**src/rtl/dmem_access_unit_pkg.sv**
```systemverilog
// Shared types for the data-memory access unit: access-size codes, FSM states
// and the func3 decode / alignment helpers.
package dmem_access_unit_pkg;

    typedef enum logic [2:0] {
        MEM_B  = 3'b000,
        MEM_H  = 3'b001,
        MEM_W  = 3'b010,
        MEM_BU = 3'b100,
        MEM_HU = 3'b101
    } mem_size_t;

    typedef enum logic [2:0] {
        IDLE,
        RD_REQ,
        RD_WAIT,
        WR,
        DONE
    } dmem_state_t;

    // Reserved size codes behave as full-word accesses.
    function automatic mem_size_t decodeSize(input logic [2:0] f3);
        case (f3)
            3'b000:  return MEM_B;
            3'b001:  return MEM_H;
            3'b100:  return MEM_BU;
            3'b101:  return MEM_HU;
            default: return MEM_W;
        endcase
    endfunction

    function automatic logic isMisaligned(input mem_size_t size, input logic [1:0] off);
        case (size)
            MEM_H, MEM_HU: return off[0];
            MEM_W:         return off != 2'b00;
            default:       return 1'b0;
        endcase
    endfunction

endpackage

```
**src/rtl/dmem_access_unit_load_store_align.sv**
```systemverilog
// Lane steering for the data-memory unit: extended sub-word load extraction
// and sub-word store merge into a RAM word that has no byte enables.
module load_store_align
    import dmem_access_unit_pkg::*;
#(
    parameter int DATA_WIDTH = 32
) (
    input  mem_size_t             size,
    input  logic [1:0]            byteOff,
    input  logic [DATA_WIDTH-1:0] ramWord,
    input  logic [15:0]           storeData,
    output logic [DATA_WIDTH-1:0] loadData,
    output logic [DATA_WIDTH-1:0] mergedWord
);

    logic [7:0]  selByte;
    logic [15:0] selHalf;

    // Half-word lane uses only byteOff[1], so odd halfword offsets fold down.
    always_comb begin
        selByte = ramWord[{byteOff, 3'b000} +: 8];
        selHalf = ramWord[{byteOff[1], 4'b0000} +: 16];

        loadData = ramWord;
        case (size)
            MEM_B:   loadData = {{(DATA_WIDTH-8){selByte[7]}}, selByte};
            MEM_BU:  loadData = {{(DATA_WIDTH-8){1'b0}}, selByte};
            MEM_H:   loadData = {{(DATA_WIDTH-16){selHalf[15]}}, selHalf};
            MEM_HU:  loadData = {{(DATA_WIDTH-16){1'b0}}, selHalf};
            default: loadData = ramWord;
        endcase

        mergedWord = ramWord;
        case (size)
            MEM_B, MEM_BU: mergedWord[{byteOff, 3'b000} +: 8]      = storeData[7:0];
            MEM_H, MEM_HU: mergedWord[{byteOff[1], 4'b0000} +: 16] = storeData;
            default:       mergedWord = ramWord;
        endcase
    end

endmodule

```
**src/rtl/dmem_access_unit.sv**
```systemverilog
// MEM-stage data-memory controller: sign/zero-extended loads, read-modify-write
// sub-word stores, ready handshake. DMEM_MISALIGN_TRAP_EN adds a misaligned trap.
module dmem_access_unit
    import dmem_access_unit_pkg::*;
#(
    parameter int DATA_WIDTH   = 32,
    parameter int FUNC3_WIDTH  = 3,
    parameter int DM_MEM_DEPTH = 4096,
    localparam int ADDR_W      = $clog2(DM_MEM_DEPTH)
) (
    input  logic                   clk,
    input  logic                   rst,
    input  logic                   memRead,
    input  logic                   memWrite,
    input  logic [FUNC3_WIDTH-1:0] func3,
    input  logic [DATA_WIDTH-1:0]  addr,
    input  logic [DATA_WIDTH-1:0]  wdata,
    output logic [DATA_WIDTH-1:0]  rdata,
    output logic                   ready,
    output logic [ADDR_W-1:0]      ramAddr,
    output logic                   ramRe,
    output logic                   ramWe,
    output logic [DATA_WIDTH-1:0]  ramWdata,
`ifdef DMEM_MISALIGN_TRAP_EN
    output logic                   misaligned,
`endif
    input  logic [DATA_WIDTH-1:0]  ramRdata
);

    dmem_state_t             state, nextState;
    logic                    req;
    logic                    reqMis;
    mem_size_t               reqSize;
    mem_size_t               sizeQ;
    logic                    isWriteQ;
    logic [ADDR_W+1:0]       addrQ;
    logic [DATA_WIDTH-1:0]   wrWordQ;
    logic [DATA_WIDTH-1:0]   loadData;
    logic [DATA_WIDTH-1:0]   mergedWord;
    logic                    unusedAddr;

    assign req        = memRead | memWrite;
    assign reqSize    = decodeSize(func3[2:0]);
    // Upper address bits wrap the access modulo the RAM depth.
    assign unusedAddr = ^addr[DATA_WIDTH-1:ADDR_W+2];

`ifdef DMEM_MISALIGN_TRAP_EN
    assign reqMis = isMisaligned(reqSize, addr[1:0]);
`else
    assign reqMis = 1'b0;
`endif

    assign ramAddr  = addrQ[ADDR_W+1:2];
    assign ramWdata = wrWordQ;

    load_store_align #(.DATA_WIDTH(DATA_WIDTH)) uAlign (
        .size      (sizeQ),
        .byteOff   (addrQ[1:0]),
        .ramWord   (ramRdata),
        .storeData (wrWordQ[15:0]),
        .loadData  (loadData),
        .mergedWord(mergedWord)
    );

    always_ff @(posedge clk or posedge rst) begin
        if (rst) begin
            state <= IDLE;
        end else begin
            state <= nextState;
        end
    end

    always_comb begin
        nextState = state;
        ready     = 1'b0;
        ramRe     = 1'b0;
        ramWe     = 1'b0;
        case (state)
            IDLE: begin
                ready = ~req;
                if (req) begin
                    if (reqMis)
                        nextState = DONE;
                    else if (memWrite && reqSize == MEM_W)
                        nextState = WR;
                    else
                        nextState = RD_REQ;
                end
            end
            RD_REQ: begin
                ramRe     = 1'b1;
                nextState = RD_WAIT;
            end
            RD_WAIT: nextState = isWriteQ ? WR : DONE;
            WR: begin
                ramWe     = 1'b1;
                nextState = DONE;
            end
            DONE: begin
                ready     = 1'b1;
                nextState = IDLE;
            end
            default: nextState = IDLE;
        endcase
    end

    // A full-word store writes wdata straight from capture; sub-word stores
    // overwrite it with the merged word while in RD_WAIT.
    always_ff @(posedge clk or posedge rst) begin
        if (rst) begin
            addrQ    <= '0;
            sizeQ    <= MEM_B;
            isWriteQ <= 1'b0;
            wrWordQ  <= '0;
            rdata    <= '0;
        end else begin
            if (state == IDLE && req) begin
                addrQ    <= addr[ADDR_W+1:0];
                sizeQ    <= reqSize;
                isWriteQ <= memWrite;
                wrWordQ  <= wdata;
            end
            if (state == RD_WAIT) begin
                if (isWriteQ)
                    wrWordQ <= mergedWord;
                else
                    rdata <= loadData;
            end
        end
    end

`ifdef DMEM_MISALIGN_TRAP_EN
    // High exactly for the DONE cycle that follows a trapped request.
    always_ff @(posedge clk or posedge rst) begin
        if (rst)
            misaligned <= 1'b0;
        else
            misaligned <= (state == IDLE) && req && reqMis;
    end
`endif

endmodule

```
**config.mk**
```make
export PLATFORM = sky130hd
export DESIGN_NAME = dmem_access_unit
export DESIGN_NICKNAME = d
export VERILOG_FILES = /design/src/rtl/dmem_access_unit_pkg.sv /design/src/rtl/dmem_access_unit_load_store_align.sv /design/src/rtl/dmem_access_unit.sv
export SDC_FILE = /design/constraint.sdc
export NUM_CORES = 1
export LEC_CHECK = 0
export ABC_AREA = 1
export BUFFER_PORTS_ARGS = -buffer_cell sky130_fd_sc_hd__buf_2
export CORE_MARGIN = 3
export CORE_UTILIZATION = 40
export CTS_CLUSTER_DIAMETER = 100
export DETAILED_ROUTE_END_ITERATION = 8
export GPL_TIMING_DRIVEN = 0
export SYNTH_ARGS = -nofsm -noshare
export SYNTH_HDL_FRONTEND = slang
export SYNTH_SLANG_ARGS = --single-unit
```
**constraint.sdc**
```tcl
create_clock -name clk -period 3.7 [get_ports clk]
set_input_delay 0.74 -clock clk [delete_from_list [all_inputs] [get_ports clk]]
set_output_delay 0.74 -clock clk [all_outputs]
set_load 0.03 [all_outputs]
```
Word level (Yosys, flattened, before mapping)
Index checks and enable logic that the tools add are counted. Widths: inputs -> output; s select.

Flip-flop bits (word level): 85. Input port bits: 103. Output and inout bits: 79. Word-level logic and storage cells: 52.

Add/sub/neg operators: 2. Eq/ne operators: 12. Shift operators: 6. Muxes and demuxes: 15. Bitwise gates (word level): 3. Reduce and logical (&&, ||, !) cells: 8.

Operators with widths (count): $pmux 32 s4 (1); $mux 32 (3); $bwmux 32 (2); $pmux 32 s2 (1); $shift 16x7->32 const A (1); $shift 8x7->32 const A (1); $shiftx 16x7->32 (1); $shiftx 32x6->16 (1); $shiftx 32x6->8 (1); $shiftx 8x7->32 (1); $pmux 3 s4 (2); $eq 3x3->1 const B (5); $neg 5->7 (2); $eq 3x1->1 const B (3); $eq 3x2->1 const B (3); $logic_not 3->1 (3); $mux 3 (2); $reduce_or 2->1 (2); $logic_and 1x1->1 (2); $mux 1 (2); $mux 2 (1); $ne 2x2->1 const B (1); $not 1->1 (2); $pmux 1 s2 (1); other kinds (2) (2).

Longest topological paths before layout
Gate-level depths: netlist (run 1).

Depth in word-level cells: 7. Mapped depth: 12. Mapped depth without buffers: 9.

Hierarchy
From an unflattened synthesis (run 1), not the netlist that was laid out.

Cell total of the unflattened synthesis: 972. Area total of the unflattened synthesis: 6093.3 µm².

By module, submodules not included: dmem_access_unit (instances 1, cells an instance 519, area an instance 3965.1 µm², seq. area each 2127.0 µm²); load_store_align (instances 1, cells an instance 453, area an instance 2128.3 µm², seq. area each 0.0 µm²).

Worst setup path before layout (run 1)
No wires, ideal clock.

Kind: input to output. Start point: in memWrite. End point: out ready. Arrival: 1.529 ns. Data required time: 2.960 ns. Setup slack: 1.431 ns. Stages: 3. Buffers on the path: 0. Path through: nor2_1 -> inv_1 -> a21oi_1.

Longest elaborated chain between the ends: 3.

RTL lines: start: declaration (line dmem_access_unit.sv:14) `input logic memWrite,`; $or 1x1->1 (line dmem_access_unit.sv:42) `assign req = memRead | memWrite;`; $not 1->1 (line dmem_access_unit.sv:80) `ready = ~req;`; $pmux 1 s2 (line dmem_access_unit.sv:78) `case (state)`; end: declaration (line dmem_access_unit.sv:19) `output logic ready,`.

No other way between the ends.

Worst setup path after layout (run 1)
Start point: reg addrQ[1]. End point: reg wrWordQ[4] (netlist: ramWdata[4]).

Longest elaborated chain between the ends: 6. Elaborated cells on any way between the ends: 11. Those cells by class: add/sub (2); shift (4); mux (5).

RTL lines: start: declaration (line dmem_access_unit.sv:36) `logic [ADDR_W+1:0] addrQ;`; start signal: assignment (line dmem_access_unit.sv:118) `addrQ <= addr[ADDR_W+1:0];`; $neg 5->7 (on tied branches) (line dmem_access_unit_load_store_align.sv:36, dmem_access_unit_load_store_align.sv:35); $shiftx 16x7->32, or another cell as far along (line dmem_access_unit_load_store_align.sv:36) `MEM_H, MEM_HU: mergedWord[{byteOff[1], 4'b0000} +: 16] = storeData;`; $bwmux 32 (on tied branches) (line dmem_access_unit_load_store_align.sv:36, dmem_access_unit_load_store_align.sv:35); $pmux 32 s2 * (line dmem_access_unit_load_store_align.sv:34) `case (size)`; $mux 32 * (line dmem_access_unit.sv:124) `if (isWriteQ)`; $mux 32 * (line dmem_access_unit.sv:123) `if (state == RD_WAIT) begin`; end signal: assignment (line dmem_access_unit.sv:121) `wrWordQ <= wdata;`; end signal: assignment (line dmem_access_unit.sv:125) `wrWordQ <= mergedWord;`; end: declaration (line dmem_access_unit.sv:37) `logic [DATA_WIDTH-1:0] wrWordQ;`.

Every way passes the cells marked *; elsewhere a longest branch is shown, timed or not. A chain may end at the register's enable or synchronous reset.

==> results of run 1 <==
## power by group through the flow
stage / Sequential [mW] / Clock [mW] / Combinational, mW
6_report: 1.78 / 0.887 / 4.64
2_1_floorplan: 2.39 / 0 / 2.61
3_3_place_gp: 1.80 / 0 / 4.59
4_1_cts: 1.78 / 0.903 / 4.63
5_1_grt: 1.84 / 0.946 / 5.18
3_5_place_dp: 1.79 / 0 / 4.62
## path summary, 6_finish.rpt
check	start	end	slack [ns]	cells past startpoint
min reg2reg	addrQ[12]	addrQ[12]	0.47	2
max	addrQ[1]	ramWdata[4]	1.29	11
max in group asynchronous	rst	addrQ[0]	2.69	3
min in group clk	addrQ[12]	addrQ[12]	0.47	2
min	rst	rdata[15]	0.39	2
max reg2reg	addrQ[1]	ramWdata[4]	1.29	11
## metrics by stage
stage          utilization, %  total power [mW]
6_report                50.56             7.309
3_5_place_dp            48.63             6.412
2_1_floorplan               -             4.996
5_1_grt                 50.56             7.963
4_1_cts                 50.56             7.317
3_3_place_gp            48.43             6.381
## registers in the layout (all words and copies together) (netlist names)
| name | count |
|---|---|
| sizeQ | 3 |
| addrQ | 14 |
| rdata | 32 |
| state | 3 |
| ramWdata | 32 |
| isWriteQ | 1 |
## metal layers
metal | track usage (%) | vias to the layer above | share of wire [%]
li1 | - | 3358 | -
met2 | 42.68 | 234 | 46
met5 | 0 | - | 0.041
met3 | 5.771 | 20 | 7.2
met4 | 5.188 | 2 | 1.1
met1 | 37.48 | 3010 | 46
## cell usage in the layout (no fill, tap or decap), types with 2 or more instances in the layout
cell	synthesis	routed
nand2_1	329	329
buf_2	31	194
inv_1	125	124
nor2_1	106	106
dfrtp_1	85	85
o21ai_0	76	76
nand3_1	56	56
a21oi_1	49	49
o211ai_1	27	27
buf_4	18	18
inv_2	10	10
or2_0	10	10
clkbuf_1	9	9
clkbuf_16	0	9
or2_1	7	7
nor3_1	5	5
ha_1	5	5
o21ai_1	4	4
nor2_4	3	3
nand4_1	3	3
nor2_2	2	2
nand2_2	2	2
inv_6	0	2
clkinv_4	0	2
## cells by family (layout without fill, tap and decap cells)
logic type | Yosys count | after routing | synth area share (%)
buffers and inverters | 195 | 375 | 13.93
adders and majority gates | 5 | 5 | 1.030
and+or+nand+nor | 527 | 527 | 35.94
AOI/OAI and AO/OA | 157 | 157 | 14.07
DFF | 85 | 85 | 35.03
## worst max-delay path, cell delays in order (launching register included)
cell     delay (ns)
dfrtp_1        0.40
buf_4          0.18
inv_2          0.15
buf_2          0.31
ha_1           0.35
inv_1          0.22
nand2_1        0.22
o21ai_0        0.22
nand2_1        0.07
nand2_1        0.10
nand2_1        0.06
nand2_1        0.06
## layout make-up
class / instances / share of cell area (%)
plain buffers: 60 / 4.562
inverters: 135 / 6.852
flip-flops and latches: 85 / 28.62
clock buffers: 9 / 3.030
repair buffers: 164 / 11.35
well taps: 184 / 3.098
clock inverters: 7 / 0.7912
multi-input cells: 689 / 41.70
==> metrics.txt, run 1 <==
ranking of synthesized cells by area dfrtp_1 (35%), nand2_1 (20%), inv_1 (7.7%); pre-CTS setup slack 1.340 ns; Startpoint Class flip-flop; post-DP HPWL around 17000 um; Ant. Diodes 0; Initial Util 41.31%; worst vdd ir roughly 0.00043 V; Final Skew 0.006431 ns; CTS tree built; H-tree depth 3; die area between 15000 and 20000 um2; Syn Nets about 1100; Leak just over 4 nW; Vias per Instance between 4 and 5; minimum clock period between 2 and 2.5 ns; largest net degree at the start of global routing 55; post-cts resize count 0; drt first pass iters 5; total CTS buffers 9; setup ws final between 1 and 1.5 ns; Fillers 1615; Final Cell Area roughly 7400 um2; Final nets ~1300; Sink Count between 80 and 90; Flop pwr share between 20% and 30%; kind of critical path reg -> reg; register area share after synthesis roughly a third; final weighted congestion in routability-driven placement approximately 0.98; initial antenna violation count 1; WP data arrival approximately 2.7 ns; slew of the pin with the lowest slew margin approximately 0.57 ns; Top-Level Pins between 150 and 200; Placed Area 7148 um2; GR Util All Layers a little over a quarter; Post-Syn Area around 6100 um2; Area Overhead vs Synth 22.40%; vias in the first global route 6310; area of the multi-input gates about 3100 um2; Hold Buf Count CTS 0; clk_lat worst skew 0.35 ns; EDFF count, synth 0; Antenna Nets Post-Route 0; first-pass GRT wire length 34390 um; Detailed Route WL ~22000 um; period utilization between 60% and 70%; vias post-DR about 6600; CP Capture Type flip-flop; status completed; Mapped Cells approximately 970; CP required 3.99 ns; logic gate share of total power 63.4%; TNS Setup 0 ns; Slew Viols, Final 0; final cell count without fillers roughly 1300; Fin. Hold Viols 0; Syn Area/Cell between 6 and 7 um2; IO buf count 163; Sw Pwr just over 4 mW; row cnt 44; hold crit path type in -> async; Synth top area share 35.03%; DR iter-0 viols between 500 and 600; CP max FO 12; Int Power 3.270 mW; part of the power in the clock network between 10% and 20%; Reg area roughly 2100 um2; RSZ-0062 raised after global routing false; cell with the most instances after synthesis nand2_1; Ys Warns 0; Post-synth top cells nand2_1 (329), inv_1 (125), nor2_1 (106); die height around 130 um; Fmax achieved approximately 0.42 GHz; Final setup viols 0; Core Area around 15000 um2; synthesis-stage register bit count 85; Max transition margin between 60 and 70%; Die W 129.2 um; number of setup buffers added after CTS 0; post-DR wirelength/cell roughly 16 um; ys flop type dfrtp_1; total of max-cap violations 0; power density over the cells between 900 and 1000 nW/um2; Clock Tree Buf Depth 2; count of cell types in the netlist 28; switching share of power a little under three fifths; FFs w/ async S/R, synth 100.0%; # DRC 0; clk slew on worst S/H paths 0.07 ns; clock root buffer clkbuf_16; GRT overflow 0; largest area contributor in the netlist dfrtp_1; share of layout cells above drive strength 1 a little over a fifth; Hold Slack just under 0.4 ns; Placed Instances ~1300
Note: power is estimated with default switching activity, not from simulation.
==> inputs of run 2 (changes only) <==
--- a/config.mk
+++ b/config.mk
@@ -12,6 +12,7 @@
 export CTS_CLUSTER_DIAMETER = 100
 export DETAILED_ROUTE_END_ITERATION = 8
 export GPL_TIMING_DRIVEN = 0
+export PLACE_DENSITY = 0.67
 export SYNTH_ARGS = -nofsm -noshare
 export SYNTH_HDL_FRONTEND = slang
 export SYNTH_SLANG_ARGS = --single-unit
==> constraint.sdc (replaced) <==
create_clock -name clk -period 2 [get_ports clk]
set_input_delay 0.4 -clock clk [delete_from_list [all_inputs] [get_ports clk]]
set_output_delay 0.4 -clock clk [all_outputs]
set_load 0.03 [all_outputs]
==> run 2 against run 1 <==
Sequential power grew 86%. Clock power is 110% higher. Via count rose by 1.3%. Highest routed layer is now met4.
==> metrics.txt, run 2 (synthesis gave the netlist of run 1 again) <==
clk_lat worst skew 0.36 ns (about the same); Sink Count 85 (unchanged); Final nets 1252 (unchanged); pre-CTS setup slack -0.3285 ns (-1.669 ns); DR iter-0 viols 613 (+8.9%); CP Capture Type flip-flop; post-DP HPWL 16760 um (-2.5%); minimum clock period 1.882 ns (-0.5262 ns); Clock Tree Buf Depth 2 (unchanged); Antenna Nets Post-Route 0 (unchanged); period utilization 94.12% (+29 points); Leak 4.154 nW (+0.53%); Slew Viols, Final 0 (unchanged); Max transition margin 60.93% (-1.2 points); kind of critical path reg -> reg; status completed; Area Overhead vs Synth 23.53%; IO buf count 163 (unchanged); Startpoint Class flip-flop; final weighted congestion in routability-driven placement 1.015 (+3.4%); drt first pass iters 6 (+1); clock root buffer clkbuf_16; share of layout cells above drive strength 1 22.28% (+0.35 points); Final Power 13.80 mW (+89%); CTS tree built; post-DR wirelength/cell 15.93 um (-2.2%); CP required 2.29 ns (-1.70 ns); worst vdd ir 0.0008048 V (+86%); GR Util All Layers 25.74% (-0.92 points); area of the multi-input gates 3102 um2 (about the same); GRT overflow 0 (unchanged); slew of the pin with the lowest slew margin 0.5861 ns (+0.01841 ns); Fmax achieved 0.5312 GHz (+28%); Hold Slack 0.06271 ns (-0.3321 ns); Die W 129.2 um (unchanged); setup ws final 0.1175 ns (-1.174 ns); total of max-cap violations 0 (unchanged); Fillers 1540 (-4.6%); die area 16690 um2 (unchanged); CP max FO 20 (+8); largest net degree at the start of global routing 42 (-24%); Core Area 14700 um2 (unchanged); Final Skew 0.009162 ns (+0.002731 ns); number of setup buffers added after CTS 0 (unchanged); Vias per Instance 5.031 (+1.2%); Detailed Route WL 21260 um (-2.1%); die height 129.2 um (unchanged); hold crit path type in -> async; commonest non-fill, non-tap cells in the layout nand2_1 (328), buf_2 (192), inv_1 (122); Top-Level Pins 182 (unchanged); Worst Reg-to-Reg Cells 10 (-1); Placed Instances 1318 (+0.076%); power density over the cells 1839 nW/um2 (+87%); vias in the first global route 6293 (-0.27%); clk slew on worst S/H paths 0.07 ns (about the same); Reg area 2127 um2 (unchanged); # DRC 0 (unchanged); first-pass GRT wire length 33180 um (-3.5%); Fin. Hold Viols 0 (unchanged); most common library cell in the layout ignoring fill and taps nand2_1; TNS Setup 0 ns (unchanged); H-tree depth 3 (unchanged); Final setup viols 0 (unchanged); total CTS buffers 9 (unchanged); vias post-DR 6711 (+1.3%); final cell count without fillers 1334 (+0.075%); Initial Util 41.31% (unchanged); WP data arrival 2.17 ns (-0.53 ns); row cnt 44 (unchanged); RSZ-0062 raised after global routing false; initial antenna violation count 1 (unchanged)
## run 2: cell types whose count changed in the layout (fill, tap and decap cells not counted), sizes merged
cell / delta
clkinv: -3
clkbuf: +1
bufinv: +2
diode: +1
clkinvlp: +1
inv: -1
## run 2: repair_timing
item	4_1_cts	5_1_grt
hold endpoints to repair	0	0
hold buffers	0	0
endpoints found under the setup margin	31	28
gates cloned	0	0
resized for setup	3	14
## run 2: worst paths after layout
| kind | from | endpoint | slack [ns] |
|---|---|---|---|
| setup / recovery | addrQ[1] | ramWdata[7] | 0.12 |
| hold / removal | rst | addrQ[4] | 0.06 |
| hold reg to reg | addrQ[11] | addrQ[11] | 0.47 |
| max in group asynchronous | rst | ramWdata[4] | 1.37 |
| min in group clk | addr[10] | addrQ[10] | 0.24 |
| setup reg to reg | addrQ[1] | ramWdata[7] | 0.12 |
## run 2: per-layer routing
metal	vias to the layer above	global-route usage, %	share of wire (%)
met5	-	0	0
met2	277	38.60	43
met4	0	10.07	3.1
li1	3362	-	-
met3	40	4.946	6.9
met1	3032	36.70	47
## run 2: worst max-delay path, cell delays in order (launching register included)
cell     delay [ns]
dfrtp_1        0.41
buf_6          0.16
inv_6          0.15
ha_1           0.34
inv_4          0.13
nand2_2        0.14
o21ai_0        0.19
nand2_1        0.07
nand3_1        0.11
nand2_1        0.06
nand2_1        0.05
## run 2: final cells by class
| cell class | instances | share of cell area (%) |
|---|---|---|
| Inverter | 135 | 6.906 |
| Timing Repair Buffer | 165 | 11.41 |
| Antenna cell | 1 | 0.03336 |
| Buffer | 59 | 4.570 |
| Sequential cell | 85 | 28.36 |
| Clock buffer | 10 | 3.053 |
| Multi-Input combinational cell | 689 | 41.35 |
| Clock inverter | 6 | 1.251 |
| Tap cell | 184 | 3.069 |
## run 2: per-stage QoR
step | area, um2 | util (%)
global route | 7498 | 51.01
CTS | 7485 | 50.92
detailed placement | 7162 | 48.72
finish | 7501 | 51.03
global placement | 7122 | 48.45
floorplan | 6076 | -
## run 2: power by group
group / total, mW / internal, mW / switching [mW]
combinational: 8.62 / 2.63 / 5.99
sequential: 3.31 / 2.60 / 0.708
clock: 1.87 / 1.11 / 0.761
total: 13.8 / 6.34 / 7.46
==> inputs of run 3 (changes only) <==
--- a/config.mk
+++ b/config.mk
@@ -6,13 +6,15 @@
 export NUM_CORES = 1
 export LEC_CHECK = 0
 export ABC_AREA = 1
-export BUFFER_PORTS_ARGS = -buffer_cell sky130_fd_sc_hd__buf_2
+export BUFFER_PORTS_ARGS = -buffer_cell sky130_fd_sc_hd__buf_4
 export CORE_MARGIN = 3
 export CORE_UTILIZATION = 40
 export CTS_CLUSTER_DIAMETER = 100
 export DETAILED_ROUTE_END_ITERATION = 8
 export GPL_TIMING_DRIVEN = 0
 export PLACE_DENSITY = 0.67
+export SKIP_LAST_GASP = 1
+export SLEW_MARGIN = 20
 export SYNTH_ARGS = -nofsm -noshare
 export SYNTH_HDL_FRONTEND = slang
 export SYNTH_SLANG_ARGS = --single-unit
==> run 3 against run 2 <==
Register-to-register slack about the same. Core utilization up 2.7 points. Routed wire length up 1.4%. Critical path type unchanged. Critical endpoint is now ramWdata[1]. Largest power group unchanged.
==> metrics.txt, run 3 (synthesis gave the netlist of run 1 again) <==
status completed; WP data arrival 2.18 ns (about the same); commonest non-fill, non-tap cells in the layout nand2_1 (328), buf_4 (181), inv_1 (122); GR Util All Layers 25.74% (about the same); clock root buffer clkbuf_16; Placed Area 7570 um2 (+5.7%); final weighted congestion in routability-driven placement 1.014 (about the same); CP max FO 20 (unchanged); row cnt 44 (unchanged); vias post-DR 6752 (+0.61%); Area Overhead vs Synth 30.17%; worst vdd ir 0.0008451 V (+5.0%); Final Power 14.32 mW (+3.8%); most common library cell in the layout ignoring fill and taps nand2_1; post-DP HPWL 17090 um (+2.0%); Detailed Route WL 21550 um (+1.4%); Sink Count 85 (unchanged); Slew Viols, Final 0 (unchanged); hold crit path type in -> async; drt first pass iters 5 (-1); die area 16690 um2 (unchanged); clk_lat worst skew 0.35 ns (about the same); Startpoint Class flip-flop; Leak 4.299 nW (+3.5%); Fin. Hold Viols 0 (unchanged); number of setup buffers added after CTS 0 (unchanged); total CTS buffers 9 (unchanged); CP Capture Type flip-flop; largest net degree at the start of global routing 35 (-17%); Clock Tree Buf Depth 2 (unchanged); Initial Util 41.31% (unchanged); Final Cell Area 7904 um2 (+5.4%); Top-Level Pins 182 (unchanged); Die W 129.2 um (unchanged); DR iter-0 viols 582 (-5.1%); Max transition margin 59.25% (-1.7 points); slew of the pin with the lowest slew margin 0.6099 ns (+0.02382 ns); Vias per Instance 5.069 (+0.76%); IO buf count 163 (unchanged); clk slew on worst S/H paths 0.07 ns (about the same); Core Area 14700 um2 (unchanged); first-pass GRT wire length 33350 um (+0.50%); area of the multi-input gates 3102 um2 (unchanged); # DRC 0 (unchanged); total of max-cap violations 0 (unchanged); Reg area 2127 um2 (unchanged); Final Skew 0.01069 ns (+0.001527 ns); CTS tree built; Fillers 1552 (+0.78%); GRT overflow 0 (unchanged); die height 129.2 um (unchanged); kind of critical path reg -> reg; RSZ-0062 raised after global routing true; Final setup viols 0 (unchanged); share of layout cells above drive strength 1 22.30% (about the same); Hold Buf Count CTS 0 (unchanged); Antenna Nets Post-Route 0 (unchanged); Ant. Diodes 0 (-1); minimum clock period 1.897 ns (+0.01476 ns); period utilization 94.86% (+0.74 points); Final nets 1252 (unchanged); post-DR wirelength/cell 16.18 um (+1.5%); Fmax achieved 0.5271 GHz (-0.78%); CP required 2.28 ns (about the same); initial antenna violation count 0 (-1); power density over the cells 1811 nW/um2 (-1.5%); H-tree depth 3 (unchanged); vias in the first global route 6268 (-0.40%)
==> run 3: changes by cell type in the layout (fill, tap and decap cells not counted), moves of 2 or more <==
cell,previous run,this run
o21ai_1,8,14
inv_6,4,1
o21ai_0,72,66
clkinv_4,0,2
buf_2,192,29
buf_4,18,181
==> run 3: stage by stage <==
step                      setup WS [ns]  utilization (%)  std cells  TNS, ns  hold slack, ns
final                            0.1028            53.77       1332        0          0.1308
after global routing           -0.04366            53.77       1332  -0.1316          0.1765
after CTS                      0.008482            53.70       1332        0          0.1411
after detailed placement        -0.3317            51.50       1318   -4.491          0.4596
after global placement          -0.3193            51.23       1316   -5.982          0.4559
after floorplan                  0.2112                -        969        0          0.4431
==> run 3: power breakdown <==
group          leakage [nW]  switching [mW]  internal (mW)  total (mW)
Clock                 0.155           0.711           1.13        1.84
Combinational          3.16            6.03           3.11        9.14
Sequential            0.980           0.736           2.60        3.34
Total                  4.30            7.48           6.83        14.3
==> run 3: worst max-delay path, cell delays in order (launching register included) <==
cell	delay (ns)
dfrtp_1	0.40
buf_4	0.19
inv_6	0.15
ha_1	0.34
inv_4	0.14
nand2_2	0.14
o21ai_0	0.19
nand2_1	0.07
nand3_1	0.09
nand2_1	0.06
nand2_1	0.06
==> run 3: area by class of cell <==
| type | count | area share (%) |
|---|---|---|
| multi-input cells | 689 | 39.24 |
| flip-flops and latches | 85 | 26.91 |
| repair buffers | 165 | 15.99 |
| inverters | 135 | 6.554 |
| plain buffers | 59 | 4.290 |
| clock buffers | 10 | 3.024 |
| well taps | 184 | 2.913 |
| clock inverters | 5 | 1.076 |
==> run 3: per-layer routing <==
layer	GRT usage, %	share of wire [%]
met4	9.389	2.9
met5	0	0
met3	3.792	8.0
met1	36.52	45
met2	40.00	44
==> run 3: path summary, 6_finish.rpt <==
| check | endpoint | from | depth (start not counted) | slack (ns) |
|---|---|---|---|---|
| min in group clk | addrQ[7] | addr[7] | 3 | 0.25 |
| min reg2reg | addrQ[9] | addrQ[9] | 2 | 0.47 |
| max in group asynchronous | ramWdata[2] | rst | 3 | 1.30 |
| max reg2reg | ramWdata[1] | addrQ[1] | 10 | 0.10 |
| max | ramWdata[1] | addrQ[1] | 10 | 0.10 |
| min | ramWdata[25] | rst | 2 | 0.13 |
==> run 3: repair_timing <==
action,in CTS,in global routing
setup endpoints to repair,29,27
cloned,0,0
resized for setup,3,18
